File: src/rtl/instr_fetch_seq_pkg.sv
// Shared wasm front-end defines: fetch window geometry and sequencer states.
package instr_fetch_seq_pkg;

    localparam int ADDR_WIDTH = 10;
    localparam int READ_WIN   = 8;
    localparam int SHIFT_W    = $clog2(READ_WIN);
    localparam int CNT_W      = 32;
    localparam int WIN_W      = READ_WIN * 8;

    typedef enum logic [1:0] {
        IDLE    = 2'd0,
        FETCH   = 2'd1,
        PRESENT = 2'd2,
        DONE    = 2'd3
    } state_t;

    function automatic logic [CNT_W-1:0] sat_inc(input logic [CNT_W-1:0] v);
        return (&v) ? v : v + 1'b1;
    endfunction

endpackage

File: src/rtl/instr_fetch_seq_if.sv
// Memory-side and decoder-side bundle of the instruction fetch sequencer.
interface instr_fetch_seq_if;
    import instr_fetch_seq_pkg::*;

    logic                  mem_re;
    logic [WIN_W-1:0]      mem_rd_data;
    logic                  mem_rd_data_vld;
    logic                  mem_shift_vld;
    logic [SHIFT_W-1:0]    mem_shift_m1;
    logic                  mem_jump_en;
    logic [ADDR_WIDTH-1:0] mem_jump_addr;
    logic                  mem_instr_finish;
    logic [ADDR_WIDTH-1:0] mem_rd_ptr;

    logic                  win_vld;
    logic [WIN_W-1:0]      win_data;
    logic [ADDR_WIDTH-1:0] win_pc;
    logic                  dec_take;
    logic [SHIFT_W-1:0]    dec_len_m1;
    logic                  dec_jump;
    logic [ADDR_WIDTH-1:0] dec_jump_addr;

    modport master (
        output mem_re, mem_shift_vld, mem_shift_m1, mem_jump_en, mem_jump_addr,
        output win_vld, win_data, win_pc,
        input  mem_rd_data, mem_rd_data_vld, mem_instr_finish, mem_rd_ptr,
        input  dec_take, dec_len_m1, dec_jump, dec_jump_addr
    );

    modport slave (
        input  mem_re, mem_shift_vld, mem_shift_m1, mem_jump_en, mem_jump_addr,
        input  win_vld, win_data, win_pc,
        output mem_rd_data, mem_rd_data_vld, mem_instr_finish, mem_rd_ptr,
        output dec_take, dec_len_m1, dec_jump, dec_jump_addr
    );

endinterface

File: src/rtl/instr_fetch_seq.sv
// Fetch sequencer: reads windows from instruction memory, presents them to
// the decoder and turns each consume into a memory shift or jump update.
module instr_fetch_seq
    import instr_fetch_seq_pkg::*;
(
    input  logic             clk,
    input  logic             rst_n,
    input  logic             start,
    input  logic             abort,
    input  logic             hlt,
    instr_fetch_seq_if.master bus,
    output logic             busy,
    output logic             done,
    output logic [CNT_W-1:0] instr_cnt
);

    state_t                state, state_nxt;
    logic                  pend_jump, pend_nxt;
    logic [ADDR_WIDTH-1:0] target, target_nxt;
    logic [CNT_W-1:0]      cnt_nxt;
    logic [WIN_W-1:0]      win_data_q;
    logic [ADDR_WIDTH-1:0] win_pc_q;
    logic                  cap;
    logic                  xfer;

    assign xfer = (state == PRESENT) & bus.dec_take & ~hlt;

    always_comb begin
        state_nxt         = state;
        pend_nxt          = pend_jump;
        target_nxt        = target;
        cnt_nxt           = instr_cnt;
        cap               = 1'b0;
        bus.mem_re        = 1'b0;
        bus.mem_shift_vld = 1'b0;
        bus.mem_shift_m1  = '0;
        bus.mem_jump_en   = 1'b0;
        bus.mem_jump_addr = '0;
        unique case (state)
            IDLE: begin
                if (start) begin
                    state_nxt = FETCH;
                    cnt_nxt   = '0;
                end
            end
            FETCH: begin
                bus.mem_re        = 1'b1;
                bus.mem_jump_en   = pend_jump;
                bus.mem_jump_addr = target;
                // a pending jump means the read pointer is about to move,
                // so finish only counts on a committed pointer
                if (bus.mem_instr_finish && !pend_jump) begin
                    state_nxt = DONE;
                end else if (bus.mem_rd_data_vld) begin
                    cap       = 1'b1;
                    state_nxt = PRESENT;
                end
            end
            PRESENT: begin
                bus.mem_jump_en   = pend_jump;
                bus.mem_jump_addr = target;
                if (xfer) begin
                    state_nxt = FETCH;
                    cnt_nxt   = sat_inc(instr_cnt);
                    if (bus.dec_jump) begin
                        pend_nxt   = 1'b1;
                        target_nxt = bus.dec_jump_addr;
                    end else begin
                        bus.mem_shift_vld = 1'b1;
                        bus.mem_shift_m1  = bus.dec_len_m1;
                        pend_nxt          = 1'b0;
                    end
                end
            end
            DONE: begin
                if (start) begin
                    state_nxt = FETCH;
                    cnt_nxt   = '0;
                end
            end
            default: state_nxt = IDLE;
        endcase
        // abort overrides everything, including a coincident transfer
        if (abort) begin
            state_nxt         = IDLE;
            pend_nxt          = 1'b0;
            target_nxt        = target;
            cnt_nxt           = instr_cnt;
            cap               = 1'b0;
            bus.mem_shift_vld = 1'b0;
            bus.mem_shift_m1  = '0;
        end
    end

    always_ff @(posedge clk or negedge rst_n) begin
        if (!rst_n) begin
            state      <= IDLE;
            pend_jump  <= 1'b0;
            target     <= '0;
            instr_cnt  <= '0;
            win_data_q <= '0;
            win_pc_q   <= '0;
        end else begin
            state     <= state_nxt;
            pend_jump <= pend_nxt;
            target    <= target_nxt;
            instr_cnt <= cnt_nxt;
            if (cap) begin
                win_data_q <= bus.mem_rd_data;
                win_pc_q   <= bus.mem_rd_ptr;
            end
        end
    end

    assign bus.win_vld  = (state == PRESENT);
    assign bus.win_data = win_data_q;
    assign bus.win_pc   = win_pc_q;
    assign busy         = (state == FETCH) || (state == PRESENT);
    assign done         = (state == DONE);

endmodule
File: src/flat_wrapper.sv
// flat-port wrapper written by rule: the top's interface ports become plain ports
module instr_fetch_seq_flat import instr_fetch_seq_pkg::*;
  (clk, rst_n, start, abort, hlt, busy, done, instr_cnt, bus_mem_re, bus_mem_shift_vld, bus_mem_shift_m1, bus_mem_jump_en, bus_mem_jump_addr, bus_win_vld, bus_win_data, bus_win_pc, bus_mem_rd_data, bus_mem_rd_data_vld, bus_mem_instr_finish, bus_mem_rd_ptr, bus_dec_take, bus_dec_len_m1, bus_dec_jump, bus_dec_jump_addr);
  instr_fetch_seq_if bus_i ();
  input  logic clk;
  input  logic rst_n;
  input  logic start;
  input  logic abort;
  input  logic hlt;
  output logic busy;
  output logic done;
  output logic [CNT_W-1:0] instr_cnt;
  output wire logic [$bits(bus_i.mem_re)-1:0] bus_mem_re;
  output wire logic [$bits(bus_i.mem_shift_vld)-1:0] bus_mem_shift_vld;
  output wire logic [$bits(bus_i.mem_shift_m1)-1:0] bus_mem_shift_m1;
  output wire logic [$bits(bus_i.mem_jump_en)-1:0] bus_mem_jump_en;
  output wire logic [$bits(bus_i.mem_jump_addr)-1:0] bus_mem_jump_addr;
  output wire logic [$bits(bus_i.win_vld)-1:0] bus_win_vld;
  output wire logic [$bits(bus_i.win_data)-1:0] bus_win_data;
  output wire logic [$bits(bus_i.win_pc)-1:0] bus_win_pc;
  input wire logic [$bits(bus_i.mem_rd_data)-1:0] bus_mem_rd_data;
  input wire logic [$bits(bus_i.mem_rd_data_vld)-1:0] bus_mem_rd_data_vld;
  input wire logic [$bits(bus_i.mem_instr_finish)-1:0] bus_mem_instr_finish;
  input wire logic [$bits(bus_i.mem_rd_ptr)-1:0] bus_mem_rd_ptr;
  input wire logic [$bits(bus_i.dec_take)-1:0] bus_dec_take;
  input wire logic [$bits(bus_i.dec_len_m1)-1:0] bus_dec_len_m1;
  input wire logic [$bits(bus_i.dec_jump)-1:0] bus_dec_jump;
  input wire logic [$bits(bus_i.dec_jump_addr)-1:0] bus_dec_jump_addr;
  assign bus_mem_re = bus_i.mem_re;
  assign bus_mem_shift_vld = bus_i.mem_shift_vld;
  assign bus_mem_shift_m1 = bus_i.mem_shift_m1;
  assign bus_mem_jump_en = bus_i.mem_jump_en;
  assign bus_mem_jump_addr = bus_i.mem_jump_addr;
  assign bus_win_vld = bus_i.win_vld;
  assign bus_win_data = bus_i.win_data;
  assign bus_win_pc = bus_i.win_pc;
  assign bus_i.mem_rd_data = bus_mem_rd_data;
  assign bus_i.mem_rd_data_vld = bus_mem_rd_data_vld;
  assign bus_i.mem_instr_finish = bus_mem_instr_finish;
  assign bus_i.mem_rd_ptr = bus_mem_rd_ptr;
  assign bus_i.dec_take = bus_dec_take;
  assign bus_i.dec_len_m1 = bus_dec_len_m1;
  assign bus_i.dec_jump = bus_dec_jump;
  assign bus_i.dec_jump_addr = bus_dec_jump_addr;
  instr_fetch_seq u_core (.clk(clk), .rst_n(rst_n), .start(start), .abort(abort), .hlt(hlt), .bus(bus_i), .busy(busy), .done(done), .instr_cnt(instr_cnt));
endmodule
File: config.mk
export PLATFORM = sky130hd
export DESIGN_NAME = instr_fetch_seq_flat
export DESIGN_NICKNAME = d
export VERILOG_FILES = /design/src/rtl/instr_fetch_seq_pkg.sv /design/src/rtl/instr_fetch_seq_if.sv /design/src/rtl/instr_fetch_seq.sv /design/src/flat_wrapper.sv
export SDC_FILE = /design/constraint.sdc
export NUM_CORES = 1
export LEC_CHECK = 0
export ABC_AREA = 1
export CORE_UTILIZATION = 34
export DETAILED_ROUTE_END_ITERATION = 6
export GPL_TIMING_DRIVEN = 0
export PLACE_DENSITY = 0.63
export SKIP_CTS_REPAIR_TIMING = 1
export SLEW_MARGIN = 30
export SYNTH_ARGS = -nofsm -noshare
export SYNTH_HDL_FRONTEND = slang
export SYNTH_SLANG_ARGS = --single-unit
File: constraint.sdc
create_clock -name clk -period 3.3 [get_ports clk]
set_input_delay 0.66 -clock clk [delete_from_list [all_inputs] [get_ports clk]]
set_output_delay 0.66 -clock clk [all_outputs]
set_load 0.05 [all_outputs]
==> summary.md <==
- Final GP Congestion: 0.955
- family with the most delay on the worst path: buffers and inverters
- slowest stage delay, CP: 0.82 ns
- fraction of layout cells with a size suffix above 1: 23.8%
- classification of the worst-slack hold path: in -> async
- pin count of the biggest net entering global routing: 62
- xor/xnor cell area share of the yosys netlist: 0.591%
- Async S/R FF share, synth: 100%
- Gate Count Post-Synth: 593
- run status: completed
- n_diodes: 0
- Critical Path Fanout Max: 10
- Clock H-tree levels: 4
- final instance area: 9030 um^2
- pre-CTS worst setup slack: 0.0541 ns
- Longest Clk Path Bufs: 2
- Die Y: 134 um
- compound-gate portion of the synthesized area: 6.62%
- TritonCTS clock tree: done
- worst-case vdd ir drop: 605 uV
- number of detailed-routing iterations run before antenna repair: 5
- Synth cell types: 31
- FP Rows: 47
- final worst path period need: 3.17 ns
- count of input and output buffers: 220
- final hold violations: 0
- Root Driver: sky130_fd_sc_hd__clkbuf_16
- Worst Setup Slack, final: 0.134 ns
- remaining routing DRC violations: 0
- initial antenna violation count: 0
- RSZ-0062 raised after global routing: false
- Max Cap Viol: 0
- number of synthesized flops with an enable pin: 0
- simple-gate share of the synthesized area: 21.1%
- source-to-sink clock delay at the later pin of the worst-skew pair: 0.42 ns
- count of antenna-violating nets left after detailed routing: 0
- Post-Synthesis Net Count: 694
- ranking of synthesized cells by instance count: 119 x sky130_fd_sc_hd__dfrtp_1, 107 x sky130_fd_sc_hd__nand2_1, 74 x sky130_fd_sc_hd__mux2_2
- total gr overflow: 0
- initial drt markers: 324
- full die area: 18000 um^2
- Crit Path Class: reg -> out
- post-DR wirelength/cell: 15.8 um
- synth warn: 0
- CTS Buf Count: 17
- Seq/Total Area, Yosys: 50.2%
- leading post-synthesis cells by cell area: sky130_fd_sc_hd__dfrtp_1 50%, sky130_fd_sc_hd__mux2_2 14%, sky130_fd_sc_hd__nand2_1 6.8%
- slowest cell on the critical path: sky130_fd_sc_hd__clkdlybuf4s50_1
- share of Yosys cell area claimed by the top area cell type: 50.2%
- PD cells: 903 nW/um^2
- largest clock skew in the final design: 0.00732 ns
- I/O pin total: 221
- required time worst endpoint: 2.64 ns
- worst slew slack as a fraction of its limit: 59.0%
- Setup crit start kind: flop
- leakage: 3.84 nW
- Mean Syn Cell Area: 10.0 um^2
- cell area after placement: 8450 um^2
- wirelength, routed: 16.8 mm
- ys flop type: sky130_fd_sc_hd__dfrtp_1
- Max Slew Vio Count: 0
- overall fraction of global-route tracks in use: 19.3%
- first-pass GRT wire length: 26.5 mm
- fin nets: 934
- clock-pin slew on the worst setup and hold paths: 0.06 ns
- HPWL Detailed: 13.1 mm
- number of endpoints failing setup at the final stage: 0
- crit-path cells: inv_1, ha_1, clkbuf_1, nor2_1, clkdlybuf4s50_1
- Worst Path Arrival: 2.51 ns
- Cell Area, Synth: 5930 um^2
- post-synthesis share of cell area spent on full adders, half adders and majority gates: 1.05%
- post-route fraction of the period consumed by the critical path: 95.9%
- cell type contributing the most total cell area after synthesis: sky130_fd_sc_hd__dfrtp_1
- TritonCTS Sinks: 119
- dominant combinational cell family by area after synthesis: simple AND/OR/NAND/NOR gates
- growth of design area from synthesis to finish: 52.2%
- sort of element at the end of the critical path: output pin
- CP Buf/Inv Count: 3
- leading cell type by number of instances after synthesis: sky130_fd_sc_hd__dfrtp_1
- area of the placeable core: 16800 um^2
- vias per cell: 4.69
- overall power after layout: 8.15 mW
- highest clock frequency the design can meet: 316 MHz
- horizontal extent of the die: 134 um
- initial standard-cell utilization of the core: 35.3%
- register bit total from synthesis: 119
- transition time of the tightest slew-check pin: 0.615 ns
- total number of vias: 5002
- via count of the first global-routing pass: 5000
- mux contribution to synthesized area: 14.1%
- final sum of negative setup slack: 0 ns
metrics by stage:
stage                     hold slack [ns]  cells  utilization, %
after CTS                           0.173   1066            53.6
after detailed placement            0.493   1034            50.2
after global placement              0.486   1033            50.0
after floorplan                     0.364    593               -
final                               0.155   1066            53.7
after global routing                0.187   1066            53.7
routing by layer:
| layer | global-route usage [%] | up-vias | part of all wire [%] |
|---|---|---|---|
| met5 | 0 | - | 0 |
| met4 | 7.68 | 0 | 2.4 |
| met3 | 3.97 | 34 | 5.6 |
| met2 | 33.7 | 179 | 52 |
| met1 | 23.1 | 2367 | 40 |
| li1 | - | 2422 | - |
sequential cells by signal (all words and copies together), names as in the netlist:
name / count
u_core.bus.win_data: 64
u_core.bus.win_pc: 10
u_core.instr_cnt: 32
u_core.pend_jump: 1
u_core.state: 2
u_core.target: 10
placed cells by master (no fill, tap or decap), drive strengths merged:
cell	Yosys	final
xor2	2	2
a21oi	11	11
buf	14	16
clkbuf	6	24
xnor2	2	2
clkinvlp	0	2
clkinv	0	5
ha	5	5
nor3	2	2
o21ai	34	34
dfrtp	119	119
o21bai	4	4
mux2	74	74
nor2	77	77
or2	7	7
nand2	138	138
a31oi	1	1
clkdlybuf4s50	0	214
nand4	2	2
dlymetal6s2s	0	5
bufinv	0	1
inv	50	56
nand3	43	43
o211ai	2	2
area by class of cell:
class,count,area (um^2)
fill,1497,7790
sequential,119,2980
multi-input combinational,404,2580
timing repair buffer,221,2250
clock buffer,18,429
tap,220,275
buffer,20,193
inverter,50,188
clock inverter,14,140
kinds of logic (layout without fill, tap and decap cells):
| kind of cell | Yosys count | after routing |
|---|---|---|
| buffers and inverters | 70 | 323 |
| xor gates and xnor gates | 4 | 4 |
| muxes | 74 | 74 |
| DFF | 119 | 119 |
| AOI/OAI and AO/OA | 52 | 52 |
| adders and majority gates | 5 | 5 |
| and+or+nand+nor | 269 | 269 |
power breakdown:
part	switching, mW	internal (mW)
clock	0.717	1.05
sequential	0.257	1.96
combinational	2.69	1.47
worst paths after layout:
| check | end | slack, ns | cells after the start | from |
|---|---|---|---|---|
| worst min-delay path | u_core.instr_cnt[29] | 0.16 | 1 | rst_n |
| worst max register to register | u_core.instr_cnt[20] | 1.22 | 9 | u_core.state[0] |
| worst max-delay path | bus_mem_jump_addr[8] | 0.13 | 5 | u_core.state[0] |
| max in group asynchronous | u_core.bus.win_data[38] | 2.48 | 2 | rst_n |
| min in group clk | u_core.bus.win_data[32] | 0.50 | 1 | u_core.bus.win_data[32] |
| worst min register to register | u_core.bus.win_data[32] | 0.50 | 1 | u_core.bus.win_data[32] |
worst reg2reg max path, cell delays in order (launching register included):
cell                      delay (ns)
sky130_fd_sc_hd__dfrtp_1        0.42
sky130_fd_sc_hd__inv_1          0.07
sky130_fd_sc_hd__ha_1           0.36
sky130_fd_sc_hd__inv_2          0.15
sky130_fd_sc_hd__or2_1          0.12
sky130_fd_sc_hd__nand2_1        0.10
sky130_fd_sc_hd__nor3_4         0.25
sky130_fd_sc_hd__nand2_8        0.17
sky130_fd_sc_hd__buf_8          0.20
sky130_fd_sc_hd__o21ai_2        0.16
(Power assumes the default switching activity.)
